==> config.mk <==
export PLATFORM = sky130hd
export DESIGN_NAME = hex_update_arbiter
export DESIGN_NICKNAME = d
export VERILOG_FILES = /design/src/rtl/hex_update_arbiter.sv
export SDC_FILE = /design/constraint.sdc
export NUM_CORES = 1
export LEC_CHECK = 0
export BUFFER_PORTS_ARGS = -buffer_cell sky130_fd_sc_hd__buf_2
export CAP_MARGIN = 20
export CORE_MARGIN = 2
export CORE_UTILIZATION = 40
export CTS_BUF_LIST = sky130_fd_sc_hd__clkbuf_16
export DETAILED_ROUTE_END_ITERATION = 8
export PLACE_DENSITY = 0.62
export SLEW_MARGIN = 20
export SYNTH_ARGS = -nofsm -noshare
export SYNTH_HDL_FRONTEND = slang
export SYNTH_SLANG_ARGS = --single-unit
==> constraint.sdc <==
create_clock -name clock -period 11.55 [get_ports clock]
set_clock_uncertainty 0.1 [all_clocks]
set_input_delay 1.155 -clock clock [delete_from_list [all_inputs] [get_ports clock]]
set_output_delay 1.155 -clock clock [all_outputs]
set_load 0.03 [all_outputs]
==> src/rtl/hex_update_arbiter.sv <==
// Round-robin arbiter sharing one external 7-segment decoder among NUM_DIGITS latched slots.
// Optional lamp test (all segments lit) enabled by defining HEX_UPDATE_ARBITER_LAMP_TEST_EN.
//
// state | meaning
// IDLE  | waiting for an external request or pending refresh; picks the next grant
// LATCH | dec_val is stable for the granted slot; dec_seg is captured on the next edge
module hex_update_arbiter #(
  parameter int NUM_DIGITS   = 6,
  parameter int IDLE_REFRESH = 1024
) (
  input  logic                      clock,
  input  logic                      resetn,
  input  logic [NUM_DIGITS-1:0]     req,
  input  logic [4*NUM_DIGITS-1:0]   nibble,
  input  logic [NUM_DIGITS-1:0]     blank,
`ifdef HEX_UPDATE_ARBITER_LAMP_TEST_EN
  input  logic                      lamp_test,
`endif
  output logic [NUM_DIGITS-1:0]     ack,
  output logic [3:0]                dec_val,
  input  logic [6:0]                dec_seg,
  output logic [7*NUM_DIGITS-1:0]   hex_out,
  output logic                      busy
);

  localparam int PW = (NUM_DIGITS > 1) ? $clog2(NUM_DIGITS) : 1;
  localparam int CW = $clog2(IDLE_REFRESH);
  localparam logic [CW-1:0] CNT_LAST = CW'(IDLE_REFRESH - 1);
  localparam logic [PW-1:0] PTR_LAST = PW'(NUM_DIGITS - 1);

  typedef enum logic {
    IDLE  = 1'b0,
    LATCH = 1'b1
  } state_t;

  state_t                    state_q, state_d;
  logic [PW-1:0]             ptr_q;
  logic [PW-1:0]             g_q;
  logic [PW-1:0]             grant;
  logic                      found;
  logic [NUM_DIGITS-1:0]     eff;
  logic [NUM_DIGITS-1:0]     mask_q;
  logic [NUM_DIGITS-1:0]     ack_q;
  logic [CW-1:0]             cnt_q;
  logic [3:0]                dec_val_q;
  logic                      blank_r;
  logic                      ext_r;
  logic [7*NUM_DIGITS-1:0]   hex_q;

  // A slot acked this cycle still has req high; masking it avoids a repeat service.
  assign eff = (req & ~ack_q) | mask_q;

  always_comb begin
    grant = '0;
    found = 1'b0;
    for (int k = 0; k < NUM_DIGITS; k++) begin
      if (!found && eff[(int'(ptr_q) + k) % NUM_DIGITS]) begin
        grant = PW'((int'(ptr_q) + k) % NUM_DIGITS);
        found = 1'b1;
      end
    end
  end

  always_ff @(posedge clock or negedge resetn) begin
    if (!resetn) begin
      state_q <= IDLE;
    end else begin
      state_q <= state_d;
    end
  end

  always_comb begin
    state_d = state_q;
    case (state_q)
      IDLE:    if (found) state_d = LATCH;
      LATCH:   state_d = IDLE;
      default: state_d = IDLE;
    endcase
  end

  always_ff @(posedge clock or negedge resetn) begin
    if (!resetn) begin
      ptr_q     <= '0;
      g_q       <= '0;
      mask_q    <= '0;
      ack_q     <= '0;
      cnt_q     <= '0;
      dec_val_q <= 4'h0;
      blank_r   <= 1'b0;
      ext_r     <= 1'b0;
      hex_q     <= '1;
    end else begin
      ack_q <= '0;
      if (state_q == IDLE && found) begin
        g_q       <= grant;
        dec_val_q <= nibble[4*int'(grant) +: 4];
        blank_r   <= blank[grant];
        ext_r     <= req[grant] & ~ack_q[grant];
      end
      if (state_q == LATCH) begin
        hex_q[7*int'(g_q) +: 7] <= blank_r ? 7'h7F : dec_seg;
        ack_q[g_q]              <= ext_r;
        mask_q[g_q]             <= 1'b0;
        ptr_q                   <= (g_q == PTR_LAST) ? '0 : g_q + PW'(1);
      end
      // Idle timer only runs while there is nothing at all to service.
      if (state_q == IDLE && !found) begin
        if (cnt_q == CNT_LAST) begin
          cnt_q  <= '0;
          mask_q <= '1;
        end else begin
          cnt_q <= cnt_q + CW'(1);
        end
      end else begin
        cnt_q <= '0;
      end
    end
  end

  assign ack     = ack_q;
  assign dec_val = dec_val_q;
  assign busy    = (state_q == LATCH);

`ifdef HEX_UPDATE_ARBITER_LAMP_TEST_EN
  assign hex_out = lamp_test ? '0 : hex_q;
`else
  assign hex_out = hex_q;
`endif

endmodule

==> results of run 1 <==
## routing by layer
layer,global-route usage,vias up
met5,0,-
met1,0.248,1816
met2,0.292,83
met4,0.0527,0
met3,0.0348,11
li1,-,1833
## registers in the layout, indices dropped and copies added, names as in the netlist
register  flops
ext_r         1
busy          1
ptr_q         3
dec_val       4
cnt_q        10
blank_r       1
hex_out      42
mask_q        6
g_q           3
ack           6
## cells in the final DEF, fill, tap and decap left out, types with 4 or more instances in the layout
cell,synthesis,routed
buf_2,3,97
nor2_1,54,54
nand2_1,49,49
dfstp_2,42,42
dfrtp_1,35,35
o31ai_1,23,23
mux2_2,23,23
ha_1,19,19
inv_1,18,18
nand3_1,17,17
o21ai_0,15,15
a21oi_1,11,11
nand2b_1,10,10
clkbuf_16,0,9
mux2i_1,8,8
nor3_1,7,7
xnor2_1,7,7
a31oi_1,7,7
and3_1,7,7
o21a_1,6,6
xor2_1,5,5
mux4_1,5,5
a21o_1,4,4
a32o_1,4,4
nor2b_1,4,4
## worst reg2reg max path, stage by stage (launching register included)
cell and delay, ns:
dfrtp_1 0.56, inv_1 0.21, ha_1 0.31, a21oi_1 0.37, inv_1 0.08, ha_1 0.29, inv_1 0.05, a31o_4 0.23
a21o_1 0.20, and4_4 0.20, or4_4 0.58, o311ai_2 0.31, o2bb2ai_2 0.40, mux4_1 0.69, o21ai_0 0.18
## final cells by class
type | count | area (um^2) | share of cell area
clock inverter | 7 | 48.8 | 0.00883
multi-input combinational | 343 | 2520 | 0.456
sequential | 77 | 1980 | 0.358
clock buffer | 9 | 225 | 0.0408
inverter | 19 | 71.3 | 0.0129
tap | 143 | 179 | 0.0324
timing repair buffer | 99 | 500 | 0.0906
## cells by family (layout without fill, tap and decap cells)
logic type	Yosys count	after routing
compound gates	103	103
xor+xnor	15	15
fa+ha+maj	19	19
buf+inv	36	134
flops	77	77
mux	37	37
simple gates	169	169
## cells in the mapped netlist (2+ instances only)
master	n
o21ai_1	2
a31oi_1	7
dfrtp_1	35
and3_1	7
buf_2	3
a22oi_1	3
nor2b_1	4
o21a_1	6
nor3_1	7
o31ai_1	23
mux2_2	23
a211oi_1	2
a21o_1	4
mux2i_1	8
buf_1	2
a32oi_1	3
a21oi_1	11
a32o_1	4
a22o_1	2
mux4_1	5
o21ai_0	15
o211ai_1	3
xnor2_1	7
or3_1	3
dfstp_2	42
ha_1	19
nand2_1	49
and2_1	2
clkbuf_1	10
xnor2_2	2
inv_1	18
nand3_1	17
nand2b_1	10
nor2_1	54
xor2_1	5
or2_2	2
buf_6	2
## stage by stage
step | instances | area, um^2 | hold WS [ns]
finish | 697 | 5530 | 0.370
global route | 697 | 5530 | 0.394
CTS | 697 | 5530 | 0.372
detailed placement | 681 | 5250 | 0.363
global placement | 681 | 5250 | 0.361
floorplan | 456 | 4650 | 0.348
## worst max-delay path by stage
stage	end	cells past startpoint	startpoint	slack, ns
after floorplan	dec_val[1]	15	ptr_q[1]	7.21
after global placement	dec_val[1]	15	ptr_q[1]	6.84
after detailed placement	dec_val[1]	15	ptr_q[1]	6.73
after CTS	dec_val[1]	15	ptr_q[1]	6.71
after global routing	dec_val[2]	15	ptr_q[2]	6.36
final	ext_r	14	ptr_q[1]	6.69
==> metrics.cfg, run 1 <==
[place]
gp_congestion = 0.856
detailedPlacementHpwl_um = 8270
port_buffers = 97
pre_cts_ws_ns = 6.73

[logic_synthesis]
synth_top_area_cell = dfstp_2
yosysWarnings = 0
synthArstFlopShare = 1.00
yosys.cell_types.count = 72
synth_fa_ha_area_frac = 0.0511
synth_xor_area_frac = 0.0355
synth_area_leaders = dfstp_2, dfrtp_1, mux2_2, ha_1, nor2_1
synth_ff_type = dfstp_2
synth_edf_count = 0
synth_top_family_by_area = compound AO/OA/AOI/OAI gates
syn_area_per_cell_um2 = 10.2
yosysTopAreaCellShare = 0.237
netlist_instances = 456
syn_nets = 520
synth-seq-cells = 77
synth_compound_area_frac = 0.175
muxShareOfSynthArea = 0.106
synth_area_um2 = 4650
ys_seq_area_frac = 0.425
yosys.area_share.simple = 0.174

[critical_path]
required_ns = 11.71
crit_family = compound AO/OA/AOI/OAI gates
endpoint_kind = flip-flop
regToRegStartpoint = ptr_q[1]
critPathKind = flip-flop to flip-flop
cp.arrival_ns = 5.01
r2r_setup_slack_ns = 6.69
critPathBufInv = 3
reg2reg_depth = 14
path_max_fanout = 13
r2r_end = ext_r
slowest_stage = mux4_1
cpPeakStageDelay_ns = 0.68
crit_path_frequent_cell = inv_1
crit_chain = inv_1, ha_1, a21oi_1, inv_1, ha_1, inv_1, a31o_4, a21o_1, and4_4, or4_4, o311ai_2, o2bb2ai_2, mux4_1, o21ai_0
worstSetupStartpointType = flip-flop

[global_routing]
antenna_found_initial = 0
grt_use_total = 0.181
grt_max_degree = 78
grt_pass1_vias = 3689
grt_overflow = 0
grt_pass1_wl_um = 18400

[clocking]
postCtsSetupBuffers = 0
hold_buffers = 0
htreeDepth = 3
cts_resized = 0
cts-root-buf = clkbuf_16
cts_max_path_buffers = 2
cts_sinks = 77
cts_buffers = 9
cts_tree = yes
clk_latency_ns = 0.34
clk_pin_slew_worst_paths_ns = 0.06

[timing]
rsz0062_at_grt = no
finalCritPeriodShare = 0.420
fin_ws_ns = 6.69
layout_min_cycle_time_ns = 4.86
maxSlewHeadroom = 0.356
hold_viol_final = 0
finalSetupTns_ns = 0
setup_viol = 0
timing.fmax_mhz = 206
maxSlewViolCount = 0
max_slew.worst_pin.slew_ns = 0.966

[detailed_routing]
met3WireLength_um = 449
routedWlPerCell_um = 15.5
antenna_left = 0
m1WireLength_um = 5050
highest_layer = met4
drtPass1Iterations = 4
drt-vias-per-instance = 5.37
drt-total-wl_um = 10800
drtIter0Drc = 133
dr_total_vias = 3743
wl_met2_um = 5210
drc = 0

[finish]
syn2layout_area_growth_pct = 18.7
drive_above_1_share = 0.366
finish.utilization = 0.486
nets = 613
nFillCells = 1058
antenna_cells = 0

[floorplanning]
start_util = 0.409
num_rows = 39
die_y_um = 112
fp.dieW_um = 112
dieArea_um2 = 12500
io-pin-count = 98
fp.coreArea_um2 = 11400

[run_status]
status = completed

[min_path]
whs_path_depth = 2
hp-start = hex_out[16]
min_to = hex_out[16]
hold_path.class = flip-flop to flip-flop

[flow_run]
maxCapViolations = 0

Power of run 1 is not shown: default switching activity piles up to over one toggle a cycle in this logic, so the estimate is an artifact.
==> run 2: changes to the inputs <==
- clock period: 11.55 -> 4.9 ns (I/O delays scaled with it)
==> run 2 against run 1 <==
Compared with the run above:
- worst setup slack got worse by 6.4 ns
- die area unchanged
- largest cell class unchanged
- sequential share of layout area decreased by 0.64 points
- critical path depth unchanged
- sequential cell count unchanged
- first-iteration DRC count increased by 23%
- via count increased by 0.56%
- register-to-register slack got worse by 6.4 ns
- design area increased by 1.8%
==> metrics.cfg, run 2 (synthesized netlist as in run 1, its figures left out) <==
[timing]
timing.fmax_mhz = 217  ; +5.2%
maxSlewViolCount = 0  ; unchanged
rsz0062_at_grt = no
finalSetupTns_ns = 0  ; unchanged
max_slew.worst_pin.slew_ns = 0.633  ; -0.334 ns
maxSlewHeadroom = 0.578  ; +0.222
fin_ws_ns = 0.283  ; -6.41 ns
fin_hold_ws_ns = 0.0850  ; -0.285 ns
hold_viol_final = 0  ; unchanged
setup_viol = 0  ; unchanged
finalCritPeriodShare = 0.942  ; +0.522
layout_min_cycle_time_ns = 4.62  ; -0.238 ns

[global_routing]
grt_use_total = 0.181  ; +0.000567
grt_pass1_wl_um = 18500  ; +0.22%
grt_max_degree = 49  ; -37%
antenna_found_initial = 0  ; unchanged
grt_overflow = 0  ; unchanged
grt_pass1_vias = 3773  ; +2.3%

[detailed_routing]
drt-vias-per-instance = 5.35  ; -0.30%
routedWlPerCell_um = 15.8  ; +1.7%
drt-total-wl_um = 11100  ; +2.6%
antenna_left = 0  ; unchanged
drtIter0Drc = 163  ; +23%
dr_total_vias = 3764  ; +0.56%
drtPass1Iterations = 4  ; unchanged
drc = 0  ; unchanged

[critical_path]
worstSetupStartpointType = flip-flop
critPathBufInv = 1  ; -2
cpPeakStageDelay_ns = 0.55  ; -0.13 ns
critPathKind = flip-flop to flip-flop
crit_path_frequent_cell = ha_1
cp.arrival_ns = 4.74  ; -0.27 ns
crit_chain = ha_1, xnor2_2, inv_2, ha_1, nand2b_1, nor3_1, a2bb2oi_2, a21oi_1, or3b_1, nor2_8, o21a_1, a2bb2oi_4, mux4_2, a211o_1
slowest_stage = mux4_2
crit_family = compound AO/OA/AOI/OAI gates
path_max_fanout = 9  ; -4
endpoint_kind = flip-flop
required_ns = 5.02  ; -6.69 ns

[place]
dp_cells = 688  ; +1.0%
gp_congestion = 0.874  ; +2.2%
detailedPlacementHpwl_um = 8560  ; +3.5%
port_buffers = 97  ; unchanged
pre_cts_ws_ns = 0.324  ; -6.41 ns

[floorplanning]
start_util = 0.409  ; unchanged
fp.coreArea_um2 = 11400  ; unchanged
fp.dieW_um = 112  ; unchanged
die_y_um = 112  ; unchanged
io-pin-count = 98  ; unchanged
num_rows = 39  ; unchanged
dieArea_um2 = 12500  ; unchanged

[finish]
drive_above_1_share = 0.370  ; +0.00322
layout_common_cells = buf_2, nor2_1, nand2_1
final_common_cell = buf_2
nFillCells = 1039  ; -1.8%
largest_register_ffs = 42  ; unchanged
antenna_cells = 0  ; unchanged
nets = 620  ; +1.1%
syn2layout_area_growth_pct = 20.9
stdcell_count = 703  ; +0.86%

[clocking]
cts-root-buf = clkbuf_16
cts_tree = yes
cts_buffers = 9  ; unchanged
cts_sinks = 77  ; unchanged
clk_pin_slew_worst_paths_ns = 0.06  ; about the same
postCtsSetupBuffers = 0  ; unchanged
htreeDepth = 3  ; unchanged
clk_latency_ns = 0.34  ; about the same
cts_max_path_buffers = 2  ; unchanged

[min_path]
hold_path.class = primary input to async pin

[flow_run]
maxCapViolations = 0  ; unchanged

[run_status]
status = completed

-- run 2: changes by cell type in the layout (fill, tap and decap cells not counted), sizes merged --
cell and delta:
clkinvlp -1, buf +7, clkbuf +2, clkinv -3, bufinv +1
-- run 2: area by class of cell --
type	count	area [um^2]	area share
clock buffers	11	275	0.0489
repair buffers	106	553	0.0983
well taps	143	179	0.0318
multi-input cells	343	2520	0.448
clock inverters	4	46.3	0.00823
inverters	19	71.3	0.0127
flip-flops and latches	77	1980	0.352
-- run 2: final timing paths --
kind                        startpoint          end  slack, ns  cells after the start
max                           ptr_q[1]   dec_val[1]       0.28                     14
min                             resetn    mask_q[1]       0.09                      1
max reg2reg                   ptr_q[1]   dec_val[1]       0.28                     14
min reg2reg                hex_out[17]  hex_out[17]       0.37                      2
max in group asynchronous       resetn     ptr_q[2]       3.57                      2
min in group clock         hex_out[17]  hex_out[17]       0.37                      2
-- run 2: metrics by stage --
step | utilization | cell area (um^2)
final | 0.495 | 5630
after global routing | 0.495 | 5630
after CTS | 0.495 | 5630
after detailed placement | 0.466 | 5300
after global placement | 0.466 | 5300
after floorplan | - | 4650
-- run 2: routing by layer --
layer,share of wire,track usage
met3,0.045,0.0343
met2,0.48,0.301
met4,0.010,0.0519
met1,0.46,0.243
met5,0,0
-- run 2: repair_timing --
action | in CTS | in global routing
hold buffers | 0 | 0
hold endpoints to repair | 0 | 0
setup endpoints to repair | 0 | 2
gates resized for setup | 0 | 1
Power of run 2 is left out for the same reason.
==> run 3: changes to the inputs <==
- CORE_UTILIZATION: 40 -> 55
- CTS_BUF_LIST: sky130_fd_sc_hd__clkbuf_16 -> unset
- PLACE_DENSITY: 0.62 -> 0.8
==> run 3 against run 2 <==
Compared with the run above:
- first-iteration DRC count up 70%
- highest routed layer unchanged
- sequential share of layout area rose by 1.1 points
- sequential cell count is the same
- largest cell class unchanged
- worst setup slack improved by 0.029 ns
- non-clock buffer count fell by 1
==> metrics.cfg, run 3 (synthesized netlist as in run 1, its figures left out) <==
[clocking]
cts_tree = yes
cts_buffers = 9  ; unchanged
cts-root-buf = clkbuf_8
clk_latency_ns = 0.35  ; about the same
clk_pin_slew_worst_paths_ns = 0.09  ; +0.03 ns
hold_buffers = 0  ; unchanged
htreeDepth = 3  ; unchanged
cts_resized = 0  ; unchanged
postCtsSetupBuffers = 0  ; unchanged
cts_sinks = 77  ; unchanged
cts_max_path_buffers = 2  ; unchanged

[critical_path]
r2r_setup_slack_ns = 0.31  ; +0.03 ns
path_max_fanout = 13  ; +4
required_ns = 5.04  ; +0.02 ns
critPathKind = flip-flop to flip-flop
reg2reg_depth = 14  ; unchanged
regToRegStartpoint = ptr_q[0]
r2r_end = dec_val[1]
endpoint_kind = flip-flop
cp.arrival_ns = 4.73  ; about the same
worstSetupStartpointType = flip-flop

[floorplanning]
fp.coreArea_um2 = 8220  ; -28%
die_y_um = 96.0  ; -14%
dieArea_um2 = 9210  ; -26%
io-pin-count = 98  ; unchanged
fp.dieW_um = 96.0  ; -14%
num_rows = 33  ; -15%
start_util = 0.566  ; +0.157

[timing]
max_slew.worst_pin.slew_ns = 0.919  ; +0.286 ns
rsz0062_at_grt = no
finalSetupTns_ns = 0  ; unchanged
layout_min_cycle_time_ns = 4.59  ; -0.0292 ns
setup_viol = 0  ; unchanged
hold_viol_final = 0  ; unchanged
finalCritPeriodShare = 0.936  ; -0.00595
maxSlewHeadroom = 0.388  ; -0.190
maxSlewViolCount = 0  ; unchanged
timing.fmax_mhz = 218  ; +0.64%

[place]
port_buffers = 97  ; unchanged
gp_congestion = 0.851  ; -2.6%
postPlaceCellArea_um2 = 5250  ; -1.0%
detailedPlacementHpwl_um = 8260  ; -3.6%

[detailed_routing]
drt-total-wl_um = 10900  ; -1.6%
drtPass1Iterations = 5  ; +1
drt-vias-per-instance = 5.83  ; +9.0%
drtIter0Drc = 277  ; +70%
dr_total_vias = 3880  ; +3.1%
drc = 0  ; unchanged
antenna_left = 0  ; unchanged
routedWlPerCell_um = 16.4  ; +4.1%

[finish]
final_cell_area_um2 = 5460  ; -3.0%
register_area_um2 = 1980  ; about the same
syn2layout_area_growth_pct = 17.3
largest_register_ffs = 42  ; unchanged
final_common_cell = buf_2
drive_above_1_share = 0.375  ; +0.00536
layout_common_cells = buf_2, nor2_1, nand2_1
nets = 619  ; -0.16%
multi_input_area_um2 = 2520  ; unchanged
nFillCells = 634  ; -39%
antenna_cells = 0  ; unchanged

[global_routing]
grt_pass1_wl_um = 18200  ; -1.5%
grt_pass1_vias = 3823  ; +1.3%
grt_overflow = 0  ; unchanged
grt_max_degree = 78  ; +59%
grt_use_total = 0.253  ; +0.0719
antenna_found_initial = 0  ; unchanged

[run_status]
status = completed

[min_path]
hold_path.class = primary input to async pin

[flow_run]
maxCapViolations = 0  ; unchanged

run 3: through the flow:
stage                     std cells  utilization  hold WS, ns  setup WS, ns
after floorplan                 456            -       0.0944         0.562
after global placement          649        0.639        0.360         0.400
after detailed placement        649        0.639        0.363         0.252
after CTS                       665        0.664        0.280         0.232
after global routing            665        0.664        0.341         0.121
final                           665        0.664        0.272         0.312
run 3: final cells by class:
type | count | area share
Clock inverter | 7 | 0.0156
Sequential cell | 77 | 0.363
Multi-Input combinational cell | 343 | 0.462
Inverter | 19 | 0.0131
Timing Repair Buffer | 105 | 0.0999
Clock buffer | 9 | 0.0227
Tap cell | 105 | 0.0241
run 3: worst max path at each step:
stage,start,endpoint,slack (ns),depth (start not counted)
after floorplan,ptr_q[1],dec_val[1],0.56,15
after global placement,ptr_q[2],dec_val[1],0.40,15
after detailed placement,ptr_q[2],dec_val[1],0.25,14
after CTS,ptr_q[2],dec_val[1],0.23,14
after global routing,ptr_q[2],dec_val[1],0.12,15
final,ptr_q[0],dec_val[1],0.31,14
run 3: routing by layer:
metal,part of all wire,global-route usage,up-vias,routed length (um)
met5,0,0,-,0
met4,0.012,0.0560,0,129
met3,0.062,0.0462,22,677
met2,0.49,0.418,138,5340
met1,0.44,0.349,1878,4770
li1,-,-,1842,-
run 3: critical path: stages (launching register included):
cell,delay [ns]
dfrtp_1,0.54
ha_1,0.37
xnor2_2,0.30
inv_2,0.10
ha_1,0.27
nand2b_1,0.17
nor3_1,0.19
a2bb2oi_2,0.28
a21oi_1,0.14
or3b_1,0.53
nor2_8,0.18
o21a_1,0.18
a2bb2oi_4,0.31
mux4_2,0.55
a211o_1,0.26
Power of run 3 is left out for the same reason.
